==> config.mk <==
export PLATFORM = sky130hd
export DESIGN_NAME = alu_seq
export DESIGN_NICKNAME = d
export VERILOG_FILES = /design/src/rtl/alu_pkg.sv /design/src/rtl/alu_iter_core.sv /design/src/rtl/alu_seq.sv
export SDC_FILE = /design/constraint.sdc
export NUM_CORES = 1
export LEC_CHECK = 0
export CELL_PAD_IN_SITES_DETAIL_PLACEMENT = 2
export CELL_PAD_IN_SITES_GLOBAL_PLACEMENT = 2
export CORE_ASPECT_RATIO = 1.5
export CORE_MARGIN = 5
export CORE_UTILIZATION = 38
export DETAILED_ROUTE_END_ITERATION = 10
export GPL_TIMING_DRIVEN = 0
export PLACE_DENSITY_LB_ADDON = 0.25
export SYNTH_ARGS = -nofsm -noshare
export SYNTH_HDL_FRONTEND = slang
export SYNTH_HIERARCHICAL = 1
export SYNTH_SLANG_ARGS = --single-unit
export TNS_END_PERCENT = 50
==> constraint.sdc <==
create_clock -name clk -period 8.5 [get_ports clk]
set_clock_uncertainty 0.15 [all_clocks]
set_input_delay 1.275 -clock clk [delete_from_list [all_inputs] [get_ports clk]]
set_output_delay 1.275 -clock clk [all_outputs]
set_load 0.02 [all_outputs]
==> src/rtl/alu_pkg.sv <==
// Shared op codes, FSM state encoding and op-class helpers for the sequential ALU.
package alu_pkg;

  // The first four codes are kept from the single-cycle datapath ALU.
  localparam logic [3:0] OpAdd   = 4'b0000;
  localparam logic [3:0] OpSub   = 4'b0001;
  localparam logic [3:0] OpOr    = 4'b0011;
  localparam logic [3:0] OpLui   = 4'b0101;
  localparam logic [3:0] OpMul   = 4'b1000;
  localparam logic [3:0] OpMulhu = 4'b1001;
  localparam logic [3:0] OpDiv   = 4'b1100;
  localparam logic [3:0] OpRem   = 4'b1101;
  localparam logic [3:0] OpDivu  = 4'b1110;
  localparam logic [3:0] OpRemu  = 4'b1111;

  typedef logic [1:0] state_t;
  localparam state_t StIdle = 2'd0;
  localparam state_t StMul  = 2'd1;
  localparam state_t StDiv  = 2'd2;
  localparam state_t StFix  = 2'd3;

  function automatic logic is_div(logic [3:0] op);
    return op[3:2] == 2'b11;
  endfunction

  function automatic logic is_iter(logic [3:0] op);
    return (op == OpMul) || (op == OpMulhu) || is_div(op);
  endfunction

endpackage

==> src/rtl/alu_iter_core.sv <==
// Iterative radix-2 multiply / restoring-divide engine with a final fix-up cycle.
module alu_iter_core #(
  parameter int unsigned WIDTH = 32
) (
  input  logic             clk,
  input  logic             reset,
  input  logic             start_i,
  input  logic [3:0]       op_i,
  input  logic [WIDTH-1:0] a_i,
  input  logic [WIDTH-1:0] b_i,
  output logic             idle_o,
  output logic             valid_o,
  output logic [WIDTH-1:0] result_o
);
  import alu_pkg::*;

  localparam int unsigned     CntW    = $clog2(WIDTH) + 1;
  localparam logic [CntW-1:0] CntLast = CntW'(WIDTH - 1);

  state_t             state_q, state_d;
  logic [CntW-1:0]    cnt_q, cnt_d;
  logic [2*WIDTH-1:0] acc_q, acc_d;
  logic [WIDTH-1:0]   opb_q, opb_d;
  logic [3:0]         op_q, op_d;
  logic               q_neg_q, q_neg_d, r_neg_q, r_neg_d;

  logic               signed_op, a_neg, b_neg;
  logic [WIDTH-1:0]   a_mag, b_mag, acc_lo, acc_hi;
  logic [WIDTH:0]     add_sum, shifted, sub_diff;
  logic [2*WIDTH-1:0] mul_next, div_next;

  assign signed_op = (op_i == OpDiv) || (op_i == OpRem);
  assign a_neg     = signed_op & a_i[WIDTH-1];
  assign b_neg     = signed_op & b_i[WIDTH-1];
  assign a_mag     = a_neg ? (~a_i + 1'b1) : a_i;
  assign b_mag     = b_neg ? (~b_i + 1'b1) : b_i;

  assign acc_lo = acc_q[WIDTH-1:0];
  assign acc_hi = acc_q[2*WIDTH-1:WIDTH];

  // Multiply: {partial product, remaining multiplier bits}, shifted right each step.
  assign add_sum  = {1'b0, acc_hi} + (acc_q[0] ? {1'b0, opb_q} : '0);
  assign mul_next = {add_sum, acc_q[WIDTH-1:1]};

  // Divide: {remainder, dividend/quotient}, shifted left; quotient bits enter at the bottom.
  assign shifted  = acc_q[2*WIDTH-1:WIDTH-1];
  assign sub_diff = shifted - {1'b0, opb_q};
  assign div_next = sub_diff[WIDTH] ? {shifted[WIDTH-1:0], acc_q[WIDTH-2:0], 1'b0}
                                    : {sub_diff[WIDTH-1:0], acc_q[WIDTH-2:0], 1'b1};

  always_comb begin
    case (op_q)
      OpMul:         result_o = acc_lo;
      OpMulhu:       result_o = acc_hi;
      OpDiv, OpDivu: result_o = q_neg_q ? (~acc_lo + 1'b1) : acc_lo;
      default:       result_o = r_neg_q ? (~acc_hi + 1'b1) : acc_hi;
    endcase
  end

  always_comb begin
    state_d = state_q;
    cnt_d   = cnt_q;
    acc_d   = acc_q;
    opb_d   = opb_q;
    op_d    = op_q;
    q_neg_d = q_neg_q;
    r_neg_d = r_neg_q;
    valid_o = 1'b0;
    case (state_q)
      StIdle: begin
        if (start_i) begin
          op_d  = op_i;
          cnt_d = '0;
          if (is_div(op_i)) begin
            state_d = StDiv;
            acc_d   = {{WIDTH{1'b0}}, a_mag};
            opb_d   = b_mag;
            q_neg_d = a_neg ^ b_neg;
            r_neg_d = a_neg;
          end else begin
            state_d = StMul;
            acc_d   = {{WIDTH{1'b0}}, a_i};
            opb_d   = b_i;
            q_neg_d = 1'b0;
            r_neg_d = 1'b0;
          end
        end
      end
      StMul, StDiv: begin
        acc_d = (state_q == StMul) ? mul_next : div_next;
        cnt_d = cnt_q + 1'b1;
        if (cnt_q == CntLast) state_d = StFix;
      end
      StFix: begin
        valid_o = 1'b1;
        cnt_d   = '0;
        state_d = StIdle;
      end
      default: state_d = StIdle;
    endcase
  end

  always_ff @(posedge clk) begin
    if (reset) begin
      state_q <= StIdle;
      cnt_q   <= '0;
      acc_q   <= '0;
      opb_q   <= '0;
      op_q    <= OpAdd;
      q_neg_q <= 1'b0;
      r_neg_q <= 1'b0;
    end else begin
      state_q <= state_d;
      cnt_q   <= cnt_d;
      acc_q   <= acc_d;
      opb_q   <= opb_d;
      op_q    <= op_d;
      q_neg_q <= q_neg_d;
      r_neg_q <= r_neg_d;
    end
  end

  assign idle_o = (state_q == StIdle);

endmodule

==> src/rtl/alu_seq.sv <==
// Execute-stage ALU: single-cycle ops and division corner cases resolve at accept,
// multiply/divide are handed to the iterative core behind a start/ready/done handshake.
module alu_seq #(
  parameter int unsigned WIDTH     = 32,
  parameter int unsigned LUI_SHIFT = 12
) (
  input  logic             clk,
  input  logic             reset,
  input  logic             start_i,
  input  logic [3:0]       ALU_Operation_i,
  input  logic [WIDTH-1:0] A_i,
  input  logic [WIDTH-1:0] B_i,
  output logic             ready_o,
  output logic             done_o,
  output logic [WIDTH-1:0] ALU_Result_o,
  output logic             Zero_o
);
  import alu_pkg::*;

  localparam logic [WIDTH-1:0] MinNeg = {1'b1, {(WIDTH-1){1'b0}}};

  logic             accept, b_zero, div_ovf, short_path;
  logic             core_idle, core_valid;
  logic [WIDTH-1:0] core_result, short_result;
  logic [WIDTH-1:0] result_q;
  logic             zero_q, done_q;

  assign accept  = start_i & ready_o;
  assign b_zero  = (B_i == '0);
  assign div_ovf = ((ALU_Operation_i == OpDiv) || (ALU_Operation_i == OpRem)) &&
                   (A_i == MinNeg) && (B_i == '1);
  // Divide by zero and signed overflow have closed-form answers, so skip the engine.
  assign short_path = !is_iter(ALU_Operation_i) ||
                      (is_div(ALU_Operation_i) && (b_zero || div_ovf));

  always_comb begin
    case (ALU_Operation_i)
      OpAdd:         short_result = A_i + B_i;
      OpSub:         short_result = A_i - B_i;
      OpOr:          short_result = A_i | B_i;
      OpLui:         short_result = B_i << LUI_SHIFT;
      OpDiv, OpDivu: short_result = b_zero ? '1 : A_i;
      OpRem, OpRemu: short_result = b_zero ? A_i : '0;
      default:       short_result = '0;
    endcase
  end

  alu_iter_core #(
    .WIDTH (WIDTH)
  ) u_iter_core (
    .clk      (clk),
    .reset    (reset),
    .start_i  (accept & ~short_path),
    .op_i     (ALU_Operation_i),
    .a_i      (A_i),
    .b_i      (B_i),
    .idle_o   (core_idle),
    .valid_o  (core_valid),
    .result_o (core_result)
  );

  always_ff @(posedge clk) begin
    if (reset) begin
      result_q <= '0;
      zero_q   <= 1'b1;
      done_q   <= 1'b0;
    end else begin
      done_q <= 1'b0;
      if (accept && short_path) begin
        result_q <= short_result;
        zero_q   <= (short_result == '0);
        done_q   <= 1'b1;
      end else if (core_valid) begin
        result_q <= core_result;
        zero_q   <= (core_result == '0);
        done_q   <= 1'b1;
      end
    end
  end

  assign ready_o      = core_idle;
  assign done_o       = done_q;
  assign ALU_Result_o = result_q;
  assign Zero_o       = zero_q;

endmodule
==> flow_summary.ini <==
[run_status]
status = completed

[synthesis]
yosys_warnings = 6
ys.flop_type = dfxtp_1
ys_seq_elements = 144
syn_area_mm2 = 0.01749
synthTopCellsByArea = dfxtp_1, ha_1, a21oi_1, nand2_1, nor2_1
synth_cells = 2497
synth_common_cells = nand2_1, nor2_1, a21oi_1
syn_avg_cell_area_um2 = 7.003
synth-seq-area-share = 0.1649
syn_nets = 2677
yosysTopAreaCell = dfxtp_1
synth.most_common_cell = nand2_1
synth_edf_count = 0
ys_async_sr_fraction = 0
synth_cell_types = 93
synth_top_area_frac = 0.1649

[worst_setup_path]
slowest_delay_ns = 0.77
cp-startpoint = B_i[0]
crit_slowest_cell = clkdlybuf4s50_1
cp.arrival_ns = 8.71
cpLargestDelayFamily = simple AND/OR/NAND/NOR gates
startpoint_type = primary input
path_max_fanout = 11
path_class = primary input to flop
worstRegToRegCells = 17
regToRegStartpoint = u_iter_core/acc_q[0]$_SDFFE_PP0P_
cp.buffers_inverters = 4
cp.required_ns = 8.72
end_kind = flop
rrSetupSlack_ns = 3.29
path_cells = clkdlybuf4s50_1 > inv_1 > ha_1 > or4b_2 > or3_1 > buf_2 > nor3_1 > a31oi_1 > xnor2_1 > ha_1 > clkbuf_1 > nand2_1 > nor3_1 > and4b_1 > mux2_2 > a311o_1 > a311oi_2 > nand4_1 > nor4_1 > nand4_1 > o41ai_2
rr_endpoint = Zero_o$_SDFFE_PP1P_

[detailed_routing]
final_antenna_net_count = 0
drcViolationCount = 0
drt-initial-drc-count = 1779
routed_wl_mm = 104.0
dr.pass1.iters = 5
viasPerCell = 6.775
num_vias = 21830
wl_per_cell_um = 32.26

[min_path]
min_path_type = flop to flop
whs_path_depth = 2
hold_path_end = u_iter_core/opb_q[18]$_SDFFE_PP0P_
worstHoldStart = u_iter_core/opb_q[18]$_SDFFE_PP0P_

[floorplan]
die_h_um = 272.7
coreArea_mm2 = 0.04564
dieArea_mm2 = 0.05049
initial_core_util = 0.3831
ioPinCount = 106
fp.dieW_um = 185.1
placementRows = 96

[clock_tree]
ctsResizeCount = 1
cts_tree = done
clk-insertion-delay-late_ns = 0.47
cts_max_level = 4
post_cts_buffers = 0
cts_buffer_depth = 2
cts_hold_buffers = 0
cts_made_buffers = 17
cts.sinks = 144
path_clk_slew_ns = 0.07
cts-root-buf = clkbuf_16

[sta]
fin_crit_sh = 0.9991
worst_pin_slew_ns = 1.382
drv_slew = 0
fin_crit_ns = 8.493
setup_viol = 0
max_freq_mhz = 117.7
final_hold_viol_count = 0
rsz0062_at_grt = no
slew_headroom = 0.07873
setup_tns_ns = 0

[grt]
grt_pass1_vias = 23830
grt_max_degree = 17
grt_use_total = 0.3970
grt_antenna_before_repair = 1
grt_pass1_wl_mm = 151.7
grt_overflow = 0

[power]
power_frac_seq = 0.166
p_leak_nw = 7.367
sw_frac_of_total = 0.5725
pwr-share-comb = 0.711
ir_drop_uv = 289.7
pwr-share-clk = 0.124
internal-power_mw = 2.837
power.density_mw_per_mm2 = 333.8
total_power_mw = 6.638
power.switching_mw = 3.800

[layout]
area_growth_pct = 13.72
diodes = 0
layout.nets = 2801
drive_above_1_share = 0.03379

[placed_design]
gp_congestion = 1.040
portBuffers = 104
dp_hpwl_mm = 82.37

[job]
max_cap_violations = 0
==> tightest hold or removal path, cell delays in order, from the launching register on <==
cell and delay (ns):
dfxtp_1 0.31, nand2_1 0.05, a21oi_1 0.05
==> power groups by stage <==
stage	Combinational (mW)	Clock [mW]	Sequential, mW
floorplan	2.99	0	0.987
global placement	4.33	0	1.08
detailed placement	4.50	0	1.09
CTS	4.61	0.822	1.08
global route	4.95	0.852	1.10
finish	4.72	0.821	1.10
==> sequential cells by signal, summed over array words and instances, names as in the netlist <==
signal,count
u_iter_core/state_q,2
u_iter_core/q_neg_q,1
ALU_Result_o,32
u_iter_core/acc_q,64
u_iter_core/opb_q,32
u_iter_core/op_q,4
done_o,1
u_iter_core/r_neg_q,1
Zero_o,1
u_iter_core/cnt_q,6
==> how the worst max path moves through the flow <==
stage	to	slack, ns	cells after the start
finish	Zero_o$_SDFFE_PP1P_	0.007	21
detailed placement	Zero_o$_SDFFE_PP1P_	-0.66	21
floorplan	Zero_o$_SDFFE_PP1P_	2.37	19
CTS	Zero_o$_SDFFE_PP1P_	0.21	21
global placement	Zero_o$_SDFFE_PP1P_	-1.11	17
global route	Zero_o$_SDFFE_PP1P_	0.02	21
==> kinds of logic (layout without fill, tap and decap cells) <==
kind of cell	Yosys count	in the layout	synth area share
adder cells (fa/ha/maj)	109	109	0.07928
multiplexers	87	87	0.05052
AO/OA/AOI/OAI	847	847	0.3179
AND/OR/NAND/NOR	895	895	0.2477
XOR/XNOR	172	172	0.08615
buffers and inverters	243	380	0.05360
flip-flops	144	144	0.1649
==> stage by stage <==
stage	cells	hold WS, ns	utilization	cell area [um^2]	setup WS (ns)
after floorplan	2497	0.2819	-	17490	2.370
after global placement	3189	0.2942	0.4220	19260	-1.111
after detailed placement	3190	0.3073	0.4224	19280	-0.6615
after CTS	3222	0.3152	0.4356	19880	0.2125
after global routing	3222	0.3345	0.4356	19880	0.01577
final	3222	0.3112	0.4356	19880	0.007391
==> cell type report <==
type	count	area [um^2]
Inverter	81	304.0
Clock inverter	13	153.9
Fill cell	5539	25760
Sequential cell	144	2883
Clock buffer	19	442.9
Multi-Input combinational cell	2110	13680
Timing Repair Buffer	105	1049
Tap cell	588	735.7
Buffer	162	633.1
==> routing by layer <==
metal / vias up / track usage / part of all wire
met5: - / 0 / 0
li1: 9517 / - / -
met2: 889 / 0.7073 / 0.50
met1: 11000 / 0.4099 / 0.36
met3: 420 / 0.05180 / 0.045
met4: 0 / 0.3208 / 0.10
==> layout by cell type, fill, tap and decap left out, types with 49 or more instances in the layout <==
cell	count
inv_1	80
nor3_1	61
dfxtp_1	144
nand2_1	280
xor2_1	90
mux2i_1	77
nor2_1	254
o21ai_0	146
nand3_1	49
o211ai_1	51
clkbuf_1	141
a21oi_1	231
xnor2_1	82
clkdlybuf4s50_1	104
ha_1	106
a211oi_1	61
Note: power is estimated with default switching activity, not from simulation.
